<file path="config.mk">
export PLATFORM = sky130hd
export DESIGN_NAME = move_link_rx
export DESIGN_NICKNAME = d
export VERILOG_FILES = /design/src/rtl/gato_pkg.sv /design/src/rtl/rx_bit_timer.sv /design/src/rtl/move_link_rx.sv
export SDC_FILE = /design/constraint.sdc
export NUM_CORES = 1
export LEC_CHECK = 0
export BUFFER_PORTS_ARGS = -buffer_cell sky130_fd_sc_hd__buf_2
export CAP_MARGIN = 20
export CORE_MARGIN = 4
export CORE_UTILIZATION = 49
export CTS_CLUSTER_DIAMETER = 60
export DETAILED_ROUTE_END_ITERATION = 7
export PLACE_DENSITY = 0.7
export SLEW_MARGIN = 20
export SYNTH_ARGS = -nofsm -noshare
export SYNTH_HDL_FRONTEND = slang
export SYNTH_SLANG_ARGS = --single-unit
</file>
<file path="constraint.sdc">
create_clock -name clk -period 1.97 [get_ports clk]
set_input_delay 0.4925 -clock clk [delete_from_list [all_inputs] [get_ports clk]]
set_output_delay 0.4925 -clock clk [all_outputs]
set_load 0.005 [all_outputs]
</file>
<file path="src/rtl/gato_pkg.sv">
// Shared definitions for the move link receiver: FSM states, frame type
// codes, board limits and the even-parity helper.
// Optional feature: MOVE_LINK_PARITY_EN enables the even-parity bit.
package gato_pkg;

  typedef enum logic [2:0] {
    IDLE,
    START,
    DATA,
    PARITY,
    STOP,
    DECODE
  } rx_state_e;

  localparam logic [1:0] TYPE_MOVE = 2'b00;
  localparam logic [1:0] TYPE_CTRL = 2'b01;

  localparam logic [3:0] MAX_CELL = 4'd8;

  // Even parity: the transmitted parity bit makes the total count of ones even.
  function automatic logic even_parity(input logic [7:0] b);
    return ^b;
  endfunction

endpackage

</file>
<file path="src/rtl/rx_bit_timer.sv">
// Bit-period counter for the UART receiver.
// Ports:
//   clk, rst_n   - clock, async active-low reset
//   restart_i    - zero the counter (start of a new timing window)
//   half_tick_c  - combinational, high when half a bit period has elapsed
//   full_tick_c  - combinational, high when a full bit period has elapsed
// The counter wraps on every full tick, so consecutive data bits need no
// restart.
module rx_bit_timer #(
  parameter int unsigned CLKS_PER_BIT = 5208
) (
  input  logic clk,
  input  logic rst_n,
  input  logic restart_i,
  output logic half_tick_c,
  output logic full_tick_c
);

  localparam int unsigned CNT_W  = $clog2(CLKS_PER_BIT) + 1;
  localparam int unsigned FULL_T = (CLKS_PER_BIT > 1) ? CLKS_PER_BIT : 2;
  localparam int unsigned HALF_T = FULL_T / 2;

  logic [CNT_W-1:0] cnt_q, cnt_d;

  assign half_tick_c = (cnt_q == CNT_W'(HALF_T - 1));
  assign full_tick_c = (cnt_q == CNT_W'(FULL_T - 1));

  // Next count: restart wins, otherwise wrap at the full period.
  always_comb begin
    cnt_d = cnt_q + CNT_W'(1);
    if (restart_i || full_tick_c) begin
      cnt_d = '0;
    end
  end

  always_ff @(posedge clk or negedge rst_n) begin
    if (!rst_n) begin
      cnt_q <= '0;
    end else begin
      cnt_q <= cnt_d;
    end
  end

endmodule

</file>
<file path="src/rtl/move_link_rx.sv">
// Serial receiver for tic-tac-toe moves and control codes from the Arduino.
// Ports:
//   clk, Reset  - clock, async active-low reset
//   rx          - serial line, idle high, asynchronous
//   posicion    - cell index (0-8) of the held move
//   move_valid  - a move is held and not yet acknowledged
//   move_ack    - consumer takes the held move
//   interrupt   - one-cycle control code from a control frame
//   frame_err, overrun, range_err - sticky error flags, cleared by Reset
// Frame byte: [7:6] type, [5:4] ignored, [3:0] payload.
// Optional feature: define MOVE_LINK_PARITY_EN for 8E1 framing (default 8N1).
module move_link_rx
  import gato_pkg::*;
#(
  parameter int unsigned CLK_HZ = 50_000_000,
  parameter int unsigned BAUD   = 9600
) (
  input  logic       clk,
  input  logic       Reset,
  input  logic       rx,
  output logic [3:0] posicion,
  output logic       move_valid,
  input  logic       move_ack,
  output logic [3:0] interrupt,
  output logic       frame_err,
  output logic       overrun,
  output logic       range_err
);

  localparam int unsigned CLKS_PER_BIT = CLK_HZ / BAUD;

  rx_state_e  state_q, state_d;
  logic       rx_s1_q, rx_s2_q, rx_prev_q;
  logic [2:0] bit_cnt_q, bit_cnt_d;
  logic [7:0] shift_q, shift_d;
  logic [3:0] posicion_q, posicion_d;
  logic       move_valid_q, move_valid_d;
  logic [3:0] interrupt_q, interrupt_d;
  logic       frame_err_q, frame_err_d;
  logic       overrun_q, overrun_d;
  logic       range_err_q, range_err_d;

  logic       fall_c, restart_c, half_tick_c, full_tick_c;

  assign fall_c = rx_prev_q & ~rx_s2_q;

  rx_bit_timer #(
    .CLKS_PER_BIT(CLKS_PER_BIT)
  ) u_timer (
    .clk        (clk),
    .rst_n      (Reset),
    .restart_i  (restart_c),
    .half_tick_c(half_tick_c),
    .full_tick_c(full_tick_c)
  );

  // Next-state and output logic.
  always_comb begin
    state_d      = state_q;
    bit_cnt_d    = bit_cnt_q;
    shift_d      = shift_q;
    posicion_d   = posicion_q;
    move_valid_d = move_valid_q;
    interrupt_d  = '0;
    frame_err_d  = frame_err_q;
    overrun_d    = overrun_q;
    range_err_d  = range_err_q;
    restart_c    = 1'b0;

    if (move_ack && move_valid_q) begin
      move_valid_d = 1'b0;
    end

    case (state_q)
      IDLE: begin
        bit_cnt_d = '0;
        if (fall_c) begin
          restart_c = 1'b1;
          state_d   = START;
        end
      end
      START: begin
        if (half_tick_c) begin
          // Line back high at mid-start: treat as a glitch.
          if (rx_s2_q) begin
            state_d = IDLE;
          end else begin
            restart_c = 1'b1;
            state_d   = DATA;
          end
        end
      end
      DATA: begin
        if (full_tick_c) begin
          shift_d   = {rx_s2_q, shift_q[7:1]};
          bit_cnt_d = bit_cnt_q + 3'd1;
          if (bit_cnt_q == 3'd7) begin
`ifdef MOVE_LINK_PARITY_EN
            state_d = PARITY;
`else
            state_d = STOP;
`endif
          end
        end
      end
`ifdef MOVE_LINK_PARITY_EN
      PARITY: begin
        if (full_tick_c) begin
          if (rx_s2_q != even_parity(shift_q)) begin
            frame_err_d = 1'b1;
            state_d     = IDLE;
          end else begin
            state_d = STOP;
          end
        end
      end
`endif
      STOP: begin
        if (full_tick_c) begin
          if (!rx_s2_q) begin
            frame_err_d = 1'b1;
            state_d     = IDLE;
          end else begin
            state_d = DECODE;
          end
        end
      end
      DECODE: begin
        state_d = IDLE;
        if (shift_q[7:6] == TYPE_MOVE) begin
          if (shift_q[3:0] > MAX_CELL) begin
            range_err_d = 1'b1;
          end else if (move_valid_q && !move_ack) begin
            overrun_d = 1'b1;
          end else begin
            // A same-cycle ack frees the slot, so the new move loads cleanly.
            posicion_d   = shift_q[3:0];
            move_valid_d = 1'b1;
          end
        end else if (shift_q[7:6] == TYPE_CTRL) begin
          interrupt_d = shift_q[3:0];
        end
      end
      default: begin
        state_d = IDLE;
      end
    endcase
  end

  // State, synchronizer and output registers.
  always_ff @(posedge clk or negedge Reset) begin
    if (!Reset) begin
      state_q      <= IDLE;
      rx_s1_q      <= 1'b1;
      rx_s2_q      <= 1'b1;
      rx_prev_q    <= 1'b1;
      bit_cnt_q    <= '0;
      shift_q      <= '0;
      posicion_q   <= '0;
      move_valid_q <= 1'b0;
      interrupt_q  <= '0;
      frame_err_q  <= 1'b0;
      overrun_q    <= 1'b0;
      range_err_q  <= 1'b0;
    end else begin
      state_q      <= state_d;
      rx_s1_q      <= rx;
      rx_s2_q      <= rx_s1_q;
      rx_prev_q    <= rx_s2_q;
      bit_cnt_q    <= bit_cnt_d;
      shift_q      <= shift_d;
      posicion_q   <= posicion_d;
      move_valid_q <= move_valid_d;
      interrupt_q  <= interrupt_d;
      frame_err_q  <= frame_err_d;
      overrun_q    <= overrun_d;
      range_err_q  <= range_err_d;
    end
  end

  assign posicion   = posicion_q;
  assign move_valid = move_valid_q;
  assign interrupt  = interrupt_q;
  assign frame_err  = frame_err_q;
  assign overrun    = overrun_q;
  assign range_err  = range_err_q;

endmodule
</file>
# Word level (Yosys, flattened, before mapping)
# Cells that the tools add are included.
[classes]
n_reduce_logical = 14
order_cmp = 1
n_eq_ne = 13
addsub = 2
bitwise_logic = 4
muxes = 23
[op_table]
columns = ["cell", "n"]
rows = [
  ["3-bit 2-to-1 mux", 7],
  ["14-bit by 1-bit adder with 14-bit output (second input constant)", 1],
  ["14-bit by 12-bit equality test with 1-bit output (second input constant)", 1],
  ["14-bit by 13-bit equality test with 1-bit output (second input constant)", 1],
  ["14-bit 2-to-1 mux", 1],
  ["4-bit 2-to-1 mux", 3],
  ["3-bit case mux with 4 select lines", 1],
  ["3-bit equality test (second input constant)", 3],
  ["1-bit 2-to-1 mux", 8],
  ["4-bit AND reduction", 2],
  ["2-bit inequality test (second input constant)", 3],
  ["3-bit case mux with 2 select lines", 1],
  ["3-bit AND reduction", 2],
  ["5-bit AND reduction", 1],
  ["4-bit greater-than comparator (second input constant)", 1],
  ["2-bit by 1-bit inequality test with 1-bit output (second input constant)", 2],
  ["2-bit AND reduction", 2],
  ["3-bit by 1-bit adder with 3-bit output (second input constant)", 1],
  ["3-bit by 1-bit equality test with 1-bit output (second input constant)", 1],
  ["3-bit by 2-bit equality test with 1-bit output (second input constant)", 1],
  ["3-bit logical NOT", 1],
  ["1-bit NOT", 3],
  ["2-bit by 1-bit equality test with 1-bit output (second input constant)", 1],
  ["1-bit logical AND", 2],
  ["other kinds (7)", 7],
]
[totals]
elab_cells = 70
output_inout_bits = 12
input_bits = 4
register_bits = 43

# Longest topological paths before layout
[depth]
ltp_word = 6
mapped_depth = 6
mapped_depth_nobuf = 5

# Cells and area by module
# From an unflattened synthesis, not the netlist that was laid out.
[unflattened]
hier_cells = 166
area_unflattened_um2 = 2000.7
[modules_own_cells]
columns = ["mod", "seq_area_each_um2", "instances", "area_each_um2", "cells_per_inst"]
rows = [
  ["move_link_rx", 729.4, 1, 1233.7, 91],
  ["rx_bit_timer", 350.3, 1, 767.0, 75],
]

# Worst setup path before layout
# OpenSTA, ideal clock, no wires.
[synth_path]
path_type = "register to register"
from = "register u_timer.cnt_q[0]"
to = "register shift_q[0]"
stages_incl_launch_ff = 6
t_required_ns = 1.842
arrival_ns = 1.600
slack_ns = 0.242
path_cell_list = "dfrtp_1 ha_1 nor4b_4 and3_2 nand3_4 mux2_1"
[synth_between]
elab_chain_len = 2
[synth_rtl]
columns = ["item", "line", "source"]
rows = [
  ["from (decl)", "rx_bit_timer.sv:23", "logic [CNT_W-1:0] cnt_q, cnt_d;"],
  ["from (signal assigned)", "rx_bit_timer.sv:40", "cnt_q <= cnt_d;"],
  ["14-bit by 13-bit equality test with 1-bit output", "rx_bit_timer.sv:26", "assign full_tick_c = (cnt_q == CNT_W'(FULL_T - 1));"],
  ["2-bit AND reduction (no line)", "n/a", ""],
  ["to (signal assigned)", "move_link_rx.sv:171", "shift_q <= shift_d;"],
  ["to (decl)", "move_link_rx.sv:35", "logic [7:0] shift_q, shift_d;"],
]
# No other way between the ends.
# A chain may end at the register's enable or synchronous reset.

# Final worst setup path
[layout_path]
from = "register u_timer.cnt_q[0]"
to = "register shift_q[7]"
# The elaborated chain is that of the path after synthesis.

==> run_results.csv <==
group,metric,value,unit
status,outcome,"finished clean",
final_layout,layout-drive-gt1-share,27.1,%
synthesis,synth.distinct_cells,45,
final_layout,syn_to_final_growth,13.5,%
timing,worstMarginPinSlew,0.466,ns
power_and_ir_drop,p_comb_share,13.4,%
worst_setup_path,crit_chain,"ha_1 > nor4b_4 > and3_2 > nand3_4 > mux2_1",
timing,finalCritPeriodShare,92.6,%
routing,vias_per_cell,5.66,
floorplanning,dieWidth,71.5,µm
synthesis,synth_seq_area_share,54.6,%
timing,rsz0062_at_grt,"false",
power_and_ir_drop,pwr_density_cell,896,nW/µm²
timing,drv_slew,0,
worst_setup_path,end_kind,"flip-flop",
grt,grt_max_degree,25,
synthesis,ys_async_sr_fraction,100,%
clock_network,clk_pin_slew_worst_paths,0.08,ns
routing,wl,3530,µm
power_and_ir_drop,clkPwrFrac,33.5,%
clock_network,post-cts-setup-buffers,0,
min_path,worstHoldPathType,"primary input to async pin",
final_layout,nFillCells,309,
synthesis,synth_warnings,0,
timing,layout_min_cycle_time,1.82,ns
synthesis,synth_edf_count,0,
floorplanning,ios,16,
grt,grt_antenna_before_repair,0,
grt,grt_pass1_wl,6150,µm
power_and_ir_drop,p_seq_share,53.0,%
floorplanning,core_region_area,3770,µm²
worst_setup_path,slowest_delay,0.40,ns
clock_network,cts_root_buf,"clkbuf_8",
synthesis,synth_cells,157,
grt,grt_use_total,15.5,%
final_layout,diodes,0,
floorplanning,rows,22,
final_layout,fin_nets,187,
routing,drc,0,
power_and_ir_drop,switching_share,27.4,%
power_and_ir_drop,ir_drop,444,µV
grt,grt_overflow,0,
routing,top_layer_used,"met4",
place,hpwl,2510,µm
routing,met3_length,174,µm
power_and_ir_drop,p_int,0.00146,W
worst_setup_path,critical_path_class,"flip-flop to flip-flop",
worst_setup_path,reg2reg_slack,0.15,ns
place,gp_congestion,0.821,
synthesis,synth_nets,164,
routing,routedWlPerCell,15.4,µm
grt,grt_pass1_vias,1281,
routing,drtIter0Drc,106,
worst_setup_path,crit_fanout,10,
synthesis,syn_avg_cell_area,12.6,µm²
floorplanning,dieArea,5110,µm²
floorplanning,start_util,52.4,%
synthesis,syn-cell-area,1980,µm²
timing,max_freq,548,MHz
worst_setup_path,cp.required,2.15,ns
clock_network,clockBufferDepth,2,
timing,setup-tns-final,0,ns
power_and_ir_drop,total_power,0.00201,W
run,cap_violations,0,
worst_setup_path,cp-start-kind,"flip-flop",
synthesis,synth_ff_type,"dfrtp_1",
place,portBuffers,15,
clock_network,cts-htree-levels,2,
routing,wl_met1,1670,µm
routing,wl_met2,1630,µm
routing,via_count,1297,
clock_network,ctsResizeCount,0,
synthesis,ys_ff_latch,43,
clock_network,clk_latency,0.30,ns
final_layout,utilization,59.5,%
routing,drt.antenna.violating_nets,0,
clock_network,cts_hold_buf,0,
clock_network,cts_buffers,5,
timing,fin_worst_skew,0.00741,ns
floorplanning,fp.dieH,71.5,µm
clock_network,tritoncts,"built",
power_and_ir_drop,p_sw,0.000551,W
worst_setup_path,crit_arrival,2.00,ns
timing,finalSetupViolCount,0,
timing,hold_viol_final,0,
worst_setup_path,crit_slowest_cell,"dfrtp_1",
routing,dr.pass1.iters,4,
clock_network,clock_sinks,43,
timing,slew_headroom,68.9,%
power_and_ir_drop,p_leak,1.08,nW
## sequential cells by signal, indices dropped and copies added, names as in the netlist
register and flops:
rx_s1_q 1, frame_err 1, shift_q 8, interrupt 4, state_q 3, posicion 4, move_valid 1, rx_s2_q 1
bit_cnt_q 3, overrun 1, range_err 1, u_timer.cnt_q 14, rx_prev_q 1
## final cells by class
| class | count | area [µm²] | area share (%) |
|---|---|---|---|
| Multi-Input combinational cell | 109 | 862 | 38.4 |
| Timing Repair Buffer | 20 | 125 | 5.58 |
| Clock inverter | 3 | 43.8 | 1.95 |
| Clock buffer | 5 | 68.8 | 3.07 |
| Tap cell | 48 | 60.1 | 2.68 |
| Sequential cell | 43 | 1080 | 48.1 |
| Inverter | 1 | 3.75 | 0.167 |
## through the flow
stage	std cells	hold WS [ns]	worst slack, ns	instance area, µm²
6_report	229	0.132	0.146	2240
2_1_floorplan	157	0.197	0.242	1980
3_5_place_dp	221	0.348	0.178	2130
5_1_grt	229	0.160	0.0252	2240
3_3_place_gp	221	0.349	0.188	2130
4_1_cts	229	0.141	0.138	2240
## cells by family after synthesis
logic type,count (synthesis),synth area share (%)
compound gates,15,5.57
xor+xnor,10,4.43
fa+ha+maj,3,1.90
buf+inv,5,1.77
flops,43,54.6
mux,14,7.91
simple gates,67,23.8
## routing by layer
layer	vias up	track usage (%)
met1	638	20.4
met2	24	23.7
met5	-	0
li1	629	-
met4	0	5.85
met3	6	5.33
## synthesized netlist by cell type, types with 4 or more instances
master | number | area, µm²
dfrtp_1 | 40 | 1000
mux2_2 | 7 | 78.8
nor3b_1 | 4 | 30.0
nand3_1 | 8 | 40.0
and3_1 | 4 | 25.0
xor2_1 | 9 | 78.8
nand4_1 | 7 | 43.8
mux2_1 | 6 | 67.6
nand2b_1 | 4 | 25.0
nor3_1 | 12 | 60.1
## placed cells by master (no fill, tap or decap), types with 2 or more instances in the layout
cell type | netlist | layout
clkbuf_8 | 0 | 5
dfstp_2 | 3 | 3
nor3_1 | 12 | 12
mux2_1 | 6 | 6
buf_4 | 2 | 4
nor4_4 | 2 | 2
or3_1 | 2 | 2
a211oi_1 | 2 | 2
and2_1 | 3 | 3
buf_2 | 1 | 15
nand4_1 | 7 | 7
nor2b_1 | 3 | 3
o31ai_1 | 2 | 2
xor2_1 | 9 | 9
and4_1 | 2 | 2
ha_1 | 3 | 3
dfrtp_1 | 40 | 40
o21bai_1 | 2 | 2
mux2_2 | 7 | 7
nand2b_1 | 4 | 4
o21ai_0 | 3 | 3
nor2_1 | 3 | 3
nand2_1 | 3 | 3
and3_1 | 4 | 4
nand3_1 | 8 | 8
nor3b_1 | 4 | 4
## path summary, 6_finish.rpt
check,start,to,depth (start not counted)
setup / recovery,u_timer.cnt_q[0]$_DFF_PN0_,shift_q[7]$_DFFE_PN0P_,5
hold / removal,Reset,u_timer.cnt_q[1]$_DFF_PN0_,1
setup reg to reg,u_timer.cnt_q[0]$_DFF_PN0_,shift_q[7]$_DFFE_PN0P_,5
hold reg to reg,rx_s1_q$_DFF_PN1_,rx_s2_q$_DFF_PN1_,0
max in group asynchronous,Reset,shift_q[6]$_DFFE_PN0P_,2
min in group clk,rx,rx_s1_q$_DFF_PN1_,1
## worst max-delay path, delay by kind of cell (launching register included)
kind                       cells  cell delay, ns
adders and majority gates      1            0.19
muxes                          1            0.37
and+or+nand+nor                3            0.74
DFF                            1            0.40
## power by group through the flow
stage	sequential (W)	clock (W)	combinational, W
2_1_floorplan	0.00105	0	0.000206
3_3_place_gp	0.00108	0	0.000259
3_5_place_dp	0.00108	0	0.000271
4_1_cts	0.00106	0.000699	0.000273
5_1_grt	0.00108	0.000743	0.000295
6_report	0.00107	0.000674	0.000270
No activity file was read; power rests on OpenSTA's default activity.
